$ cat src/rtl/traffic_ctrl_nway.sv
// Round-robin N-approach traffic-light controller with pedestrian green
// extension, all-red clearance and a night flashing-yellow mode.
module traffic_ctrl_nway #(
    parameter int N_DIR      = 4,
    parameter int GREEN_CYC  = 20,
    parameter int YELLOW_CYC = 5,
    parameter int ALLRED_CYC = 2,
    parameter int PED_EXT    = 10,
    parameter int FLASH_HALF = 8,
    parameter int CNT_W      = 8,
    localparam int DIR_W     = $clog2(N_DIR)
) (
    input  logic             clk,
    input  logic             rst,
    input  logic [N_DIR-1:0] ped_req,
    input  logic             flash_mode,
    output logic [N_DIR-1:0] red,
    output logic [N_DIR-1:0] yellow,
    output logic [N_DIR-1:0] green,
    output logic [N_DIR-1:0] ped_walk,
    output logic [DIR_W-1:0] active_dir,
    output logic [1:0]       o_dbg_state
);

    typedef enum logic [1:0] {
        S_ALLRED = 2'd0,
        S_GREEN  = 2'd1,
        S_YELLOW = 2'd2,
        S_FLASH  = 2'd3
    } state_t;

    localparam logic [CNT_W-1:0] C_GREEN     = CNT_W'(GREEN_CYC - 1);
    localparam logic [CNT_W-1:0] C_GREEN_EXT = CNT_W'(GREEN_CYC + PED_EXT - 1);
    localparam logic [CNT_W-1:0] C_YELLOW    = CNT_W'(YELLOW_CYC - 1);
    localparam logic [CNT_W-1:0] C_ALLRED    = CNT_W'(ALLRED_CYC - 1);
    localparam logic [CNT_W-1:0] C_FLASH     = CNT_W'(FLASH_HALF - 1);
    localparam logic [DIR_W-1:0] C_LAST_DIR  = DIR_W'(N_DIR - 1);

    state_t             r_state;
    logic [CNT_W-1:0]   r_cnt;
    logic [DIR_W-1:0]   r_dir;
    logic [N_DIR-1:0]   r_pending;
    logic               r_ped_active;
    logic               r_flash_ph;

    state_t             w_state_nxt;
    logic [CNT_W-1:0]   w_cnt_nxt;
    logic [DIR_W-1:0]   w_dir_nxt;
    logic [DIR_W-1:0]   w_dir_inc;
    logic               w_ped_active_nxt;
    logic               w_flash_ph_nxt;
    logic [N_DIR-1:0]   w_clear;

    assign w_dir_inc = (r_dir == C_LAST_DIR) ? '0 : r_dir + DIR_W'(1);

    // State register: every phase register, plus the sticky request latch.
    always_ff @(posedge clk) begin
        if (rst) begin
            r_state      <= S_ALLRED;
            r_cnt        <= C_ALLRED;
            r_dir        <= C_LAST_DIR;
            r_pending    <= '0;
            r_ped_active <= 1'b0;
            r_flash_ph   <= 1'b0;
        end else begin
            r_state      <= w_state_nxt;
            r_cnt        <= w_cnt_nxt;
            r_dir        <= w_dir_nxt;
            r_ped_active <= w_ped_active_nxt;
            r_flash_ph   <= w_flash_ph_nxt;
            // A request arriving on its own clearing edge survives to the next round.
            r_pending    <= (r_pending & ~w_clear) | ped_req;
        end
    end

    // Next-state: a phase ends on the cycle its counter reaches zero.
    always_comb begin
        w_state_nxt      = r_state;
        w_cnt_nxt        = r_cnt - CNT_W'(1);
        w_dir_nxt        = r_dir;
        w_ped_active_nxt = r_ped_active;
        w_flash_ph_nxt   = r_flash_ph;
        w_clear          = '0;
        if (r_cnt == '0) begin
            case (r_state)
                S_ALLRED: begin
                    if (flash_mode) begin
                        w_state_nxt    = S_FLASH;
                        w_cnt_nxt      = C_FLASH;
                        w_flash_ph_nxt = 1'b1;
                    end else begin
                        w_state_nxt = S_GREEN;
                        w_dir_nxt   = w_dir_inc;
                        if (r_pending[w_dir_inc]) begin
                            w_cnt_nxt        = C_GREEN_EXT;
                            w_ped_active_nxt = 1'b1;
                            w_clear          = N_DIR'(1) << w_dir_inc;
                        end else begin
                            w_cnt_nxt        = C_GREEN;
                            w_ped_active_nxt = 1'b0;
                        end
                    end
                end
                S_GREEN: begin
                    w_state_nxt      = S_YELLOW;
                    w_cnt_nxt        = C_YELLOW;
                    w_ped_active_nxt = 1'b0;
                end
                S_YELLOW: begin
                    w_state_nxt = S_ALLRED;
                    w_cnt_nxt   = C_ALLRED;
                end
                S_FLASH: begin
                    if (!flash_mode) begin
                        w_state_nxt    = S_ALLRED;
                        w_cnt_nxt      = C_ALLRED;
                        w_flash_ph_nxt = 1'b0;
                    end else begin
                        w_cnt_nxt      = C_FLASH;
                        w_flash_ph_nxt = ~r_flash_ph;
                    end
                end
                default: begin
                    w_state_nxt = S_ALLRED;
                    w_cnt_nxt   = C_ALLRED;
                end
            endcase
        end
    end

    // Lamp decode straight from registers, so outputs settle one edge after a decision.
    always_comb begin
        red      = '1;
        yellow   = '0;
        green    = '0;
        ped_walk = '0;
        case (r_state)
            S_GREEN: begin
                green[r_dir]    = 1'b1;
                red[r_dir]      = 1'b0;
                ped_walk[r_dir] = r_ped_active;
            end
            S_YELLOW: begin
                yellow[r_dir] = 1'b1;
                red[r_dir]    = 1'b0;
            end
            S_FLASH: begin
                red    = '0;
                yellow = {N_DIR{r_flash_ph}};
            end
            default: ;
        endcase
    end

    assign active_dir  = r_dir;
    assign o_dbg_state = r_state;

endmodule

$ cat config.mk
export PLATFORM = sky130hd
export DESIGN_NAME = traffic_ctrl_nway
export DESIGN_NICKNAME = d
export VERILOG_FILES = /design/src/rtl/traffic_ctrl_nway.sv
export SDC_FILE = /design/constraint.sdc
export NUM_CORES = 1
export LEC_CHECK = 0
export ABC_AREA = 1
export ABC_CLOCK_PERIOD_IN_PS = 1500
export CAP_MARGIN = 20
export CORE_UTILIZATION = 44
export DETAILED_ROUTE_END_ITERATION = 6
export PLACE_DENSITY = 0.71
export SYNTH_ARGS = -nofsm -noshare
export SYNTH_HDL_FRONTEND = slang
export SYNTH_SLANG_ARGS = --single-unit
$ cat constraint.sdc
create_clock -name clk -period 1.5 [get_ports clk]
set_input_delay 0.45 -clock clk [delete_from_list [all_inputs] [get_ports clk]]
set_output_delay 0.45 -clock clk [all_outputs]
set_load 0.005 [all_outputs]
# ---- Word-level counts from Yosys, hierarchy flattened
# Cells that the tools add are included.
# W data, S select, Z words.
dict set report op_classes {
  div_mod_pow 0
  reduce_logical 10
  n_eq_ne 7
  shifts 1
  addsub 2
  n_mul 0
  bitwise_logic 7
  n_lt_le_gt_ge 3
  n_mux 27
}
# cell count
set ops {}
lappend ops {{$pmux W8 S4} 1}
lappend ops {{$mux W4} 7}
lappend ops {{$pmux W4 S2} 2}
lappend ops {{$reduce_and A3 Y1} 3}
lappend ops {{$and A4 B4 Y4} 2}
lappend ops {{$logic_not A8 Y1} 1}
lappend ops {{$mux W8} 1}
lappend ops {{$not A4 Y4} 2}
lappend ops {{$pmux W2 S4} 1}
lappend ops {{$sub A8 B1 Y8 const B} 1}
lappend ops {{$eq A2 B2 Y1 const B} 3}
lappend ops {{$lt A2 B3 Y1 const B} 2}
lappend ops {{$mux W1} 6}
lappend ops {{$mux W2} 3}
lappend ops {{$ne A2 B2 Y1 const B} 3}
lappend ops {{$mux W5} 1}
lappend ops {{$or A4 B4 Y4} 1}
lappend ops {{$pmux W1 S2} 2}
lappend ops {{$reduce_bool A2 Y1} 2}
lappend ops {{$shl A1 B2 Y4 const A} 1}
lappend ops {{$mux W3} 1}
lappend ops {{$add A2 B1 Y2 const B} 1}
lappend ops {{$bmux W1 S2} 1}
lappend ops {{$demux W1 S2} 1}
lappend ops {{other kinds (7)} 8}
dict set report word_totals {
  register_bits 18
  latch_bits 0
  n_memories 0
  rom_bits 0
  ramBits 0
}

# ---- Logic depth before layout (Yosys ltp)
dict set report logic_depth {
  ltp_word 11
  ltp_mapped 10
}

# ---- Worst setup path after synthesis
# No wires, ideal clock.
dict set report synth_path {
  path_type {reg-to-output}
  start {register r_state[0], in the netlist o_dbg_state[0]}
  end {output red[0]}
  path_slack_ns -0.127
  arrival_ns 1.177
  path_stages_with_launch 5
  required_time_ns 1.050
  cell_sequence {dfxtp_1 -> inv_1 -> ha_1 -> or2_2 -> o21ai_0}
}
dict set report synth_between {
  elab_chain_len 3
  elab_cells_between_ends 5
}
# item line_no
set synth_lines {}
lappend synth_lines {{start: declaration} 39} ;# state_t r_state;
lappend synth_lines {{start signal: assignment} 66} ;# r_state <= w_state_nxt;
lappend synth_lines {{$eq A2 B1 Y1 or $eq A2 B2 Y1 (tied branches)} 137} ;# case (r_state)
lappend synth_lines {{$reduce_or A2 Y1 (no source line)} --}
lappend synth_lines {{$pmux W4 S2 (*)} 137}
lappend synth_lines {{end: declaration} 17} ;# output logic [N_DIR-1:0] red,
# Every way passes the cells marked *; elsewhere a longest branch is shown, timed or not.

# ---- Final worst setup path
dict set report layout_path {
  start {register r_state[0], in the netlist o_dbg_state[0]}
  end {output red[2]}
}
# The elaborated chain is that of the path after synthesis.

==> flow_metrics.tcl <==
set metrics [dict create \
    status "complete, but fails checks" \
    failed_checks "setup timing" \
    insertion_delay_ns 0.30 \
    finalSetupViolCount 23 \
    timing.final.ws_setup_ns -0.385 \
    final_area_um2 2020 \
    clockPowerShare_pct 8.1 \
    finalSetupTns_ns -5.48 \
    nFillCells 165 \
    avgSynthCellArea_um2 6.79 \
    p_int_mw 2.07 \
    firstDrtPassIters 4 \
    cts-hold-fix-buffers 0 \
    final-hold-violation-count 0 \
    cts_num_sinks 18 \
    final_cells 265 \
    cts_made_buffers 3 \
    synth.area.top_cells "dfxtp_1, ha_1, nand2_1, inv_1, nor2_1" \
    die_x_um 54.0 \
    syn_nets 195 \
    antennaDiodeCount 0 \
    multiInputGateArea_um2 975 \
    crit_arrival_ns 1.44 \
    p_per_area_nw_per_um2 1920 \
    drc 0 \
    drtIter0Drc 43 \
    hp-class "flop to flop" \
    synth_top_cell_area_share_pct 30.3 \
    synth.largest_area_cell "dfxtp_1" \
    ys_seq_area_share_pct 30.3 \
    min_path_cells 2 \
    dp_cells 255 \
    clk_pin_slew_ns 0.12 \
    syn_inst 175 \
    clk_path_buf_depth 2 \
    power_leakage_nw 0.964 \
    fmax_mhz 530 \
    required_ns 1.05 \
    netlist_area_um2 1190 \
    p_sw_share_pct 46.8 \
    htree_levels 1 \
    critPathMaxStageDelay_ns 0.38 \
    coreArea_um2 2520 \
    grt_max_degree 11 \
    seq_area_um2 373 \
    crit_family "flip-flops" \
    grt_pass1_wl_um 5500 \
    min_period_over_period_pct 126 \
    vias 1355 \
    power_frac_comb_pct 71.1 \
    die_h_um 54.0 \
    yosys_warnings 0 \
    grt-ovfl-total 0 \
    timing.final.crit_period_ns 1.89 \
    path_class "flop to output pin" \
    finalNetCount 256 \
    rsz0062_at_grt "yes" \
    track_usage_pct 26.4 \
    routed_wl_um 3810 \
    rows 18 \
    end_kind "output pin" \
    finalClockSkew_ns 0.00987 \
    cts_tree "yes" \
    place_area_um2 1690 \
    area_growth_syn_to_layout_pct 70.0 \
    totalPowerFinal_mw 3.88 \
    dpl_worst_slack_ns -0.525 \
    slew_headroom_pct 78.9 \
    peakVddDrop_uv 1300 \
    io_buffers 26 \
    rr_worst_depth 11 \
    wl_per_cell_um 14.4 \
    initial_core_util_pct 47.1 \
    synth_seq_cells 18 \
    p_switching_mw 1.82 \
    maxCapViolCount 0 \
    dieArea_um2 2910 \
    synth.distinct_cells 21 \
    layout-drive-gt1-share_pct 50.2 \
    clockRootBuffer "clkbuf_4" \
    path_buf_inv 2 \
    place.gp.congestion 0.814 \
    antenna_found_initial 0 \
    hold_slack_ns 0.465 \
    reg2reg_setup_slack_ns -0.09 \
    startpoint_type "flop" \
    max_slew.worst_pin.slew_ns 0.316 \
    grt_pass1_vias 1262 \
    power_frac_seq_pct 20.8 \
    avgViaCountPerCell 5.11 \
    ios 27 \
    crit_fanout 4 \
    drtAntennaViolNets 0 \
    critical_path.slowest_cell "dfxtp_4" \
    utilization_pct 80.1 \
    hpwl_um 2490 \
    path_cells "buf_6 > ha_4 > or2_4 > o21ai_1 > buf_2" \
    slew_viol_final 0 \
    cp.depth 5 \
]
## cells by family (layout without fill, tap and decap cells)
logic type	count (synthesis)	in the layout	share of synthesized area, %
xor gates and xnor gates	4	4	2.95
and+or+nand+nor	79	79	29.3
buffers and inverters	33	93	10.4
DFF	18	18	30.3
adders and majority gates	13	13	13.7
AOI/OAI and AO/OA	28	28	13.4
## cells in the mapped netlist (all sizes together)
master	instances
xor2	3
nand3	12
ha	13
o211ai	3
nor2	20
o21a	3
nand3b	1
nand2	41
xnor2	1
nand4	3
o221ai	1
a21oi	9
inv	32
dfxtp	18
clkbuf	1
o21ai	12
or2	1
nor3	1
## flip-flops by register name, indices dropped and copies added, names as in the netlist
name	cells
o_dbg_state	2
active_dir	2
r_flash_ph	1
r_pending	4
r_cnt	8
r_ped_active	1
## layout by cell type, fill, tap and decap left out, types with 5 or more instances in the layout
cell type,count
buf_4,21
buf_6,15
buf_2,11
nand2_2,11
ha_4,7
nor2_2,5
nand2_4,6
nand2_1,23
dfxtp_1,14
nor2_1,11
nand3_1,7
a21oi_1,7
nand3_2,5
clkdlybuf4s50_1,5
inv_1,20
inv_2,12
## tightest hold or removal path: cells and delay by family (launching register included)
family | cells | cell delay [ns]
AND/OR/NAND/NOR | 1 | 0.06
flip-flops | 1 | 0.32
AO/OA/AOI/OAI | 1 | 0.05
## area by class of cell
| cell class | count | share of cell area, % |
|---|---|---|
| multi-input cells | 124 | 48.2 |
| repair buffers | 57 | 23.7 |
| flip-flops and latches | 18 | 18.5 |
| inverters | 32 | 5.94 |
| well taps | 30 | 1.86 |
| clock buffers | 4 | 1.80 |
## worst paths after layout
| path | endpoint | from |
|---|---|---|
| worst max-delay path | red[2] | o_dbg_state[0] |
| worst min-delay path | r_pending[0] | r_pending[0] |
| worst max register to register | r_pending[1] | active_dir[0] |
| worst min register to register | r_pending[0] | r_pending[0] |
## per-layer routing
layer  share of wire, %  GRT usage [%]  vias up
met1                 41           30.0      636
met4                1.3           5.13        0
met3                4.4           6.21        6
met2                 53           49.6       38
met5                  0              0        -
li1                   -              -      675
## power by group through the flow
stage / logic, mW / registers (mW) / clock network, mW
final: 2.76 / 0.808 / 0.314
after floorplan: 1.18 / 0.777 / 0
after global placement: 2.07 / 0.762 / 0
after global routing: 2.97 / 0.828 / 0.334
after detailed placement: 2.12 / 0.773 / 0
after CTS: 2.30 / 0.792 / 0.318
## what timing repair did
action,in CTS,in global routing
endpoints found under the hold margin,0,0
gates cloned,0,0
resized for setup,117,50
pin swaps,11,9
endpoints found under the setup margin,28,31
buffers inserted,4,2
Note: power is estimated with default switching activity, not from simulation.
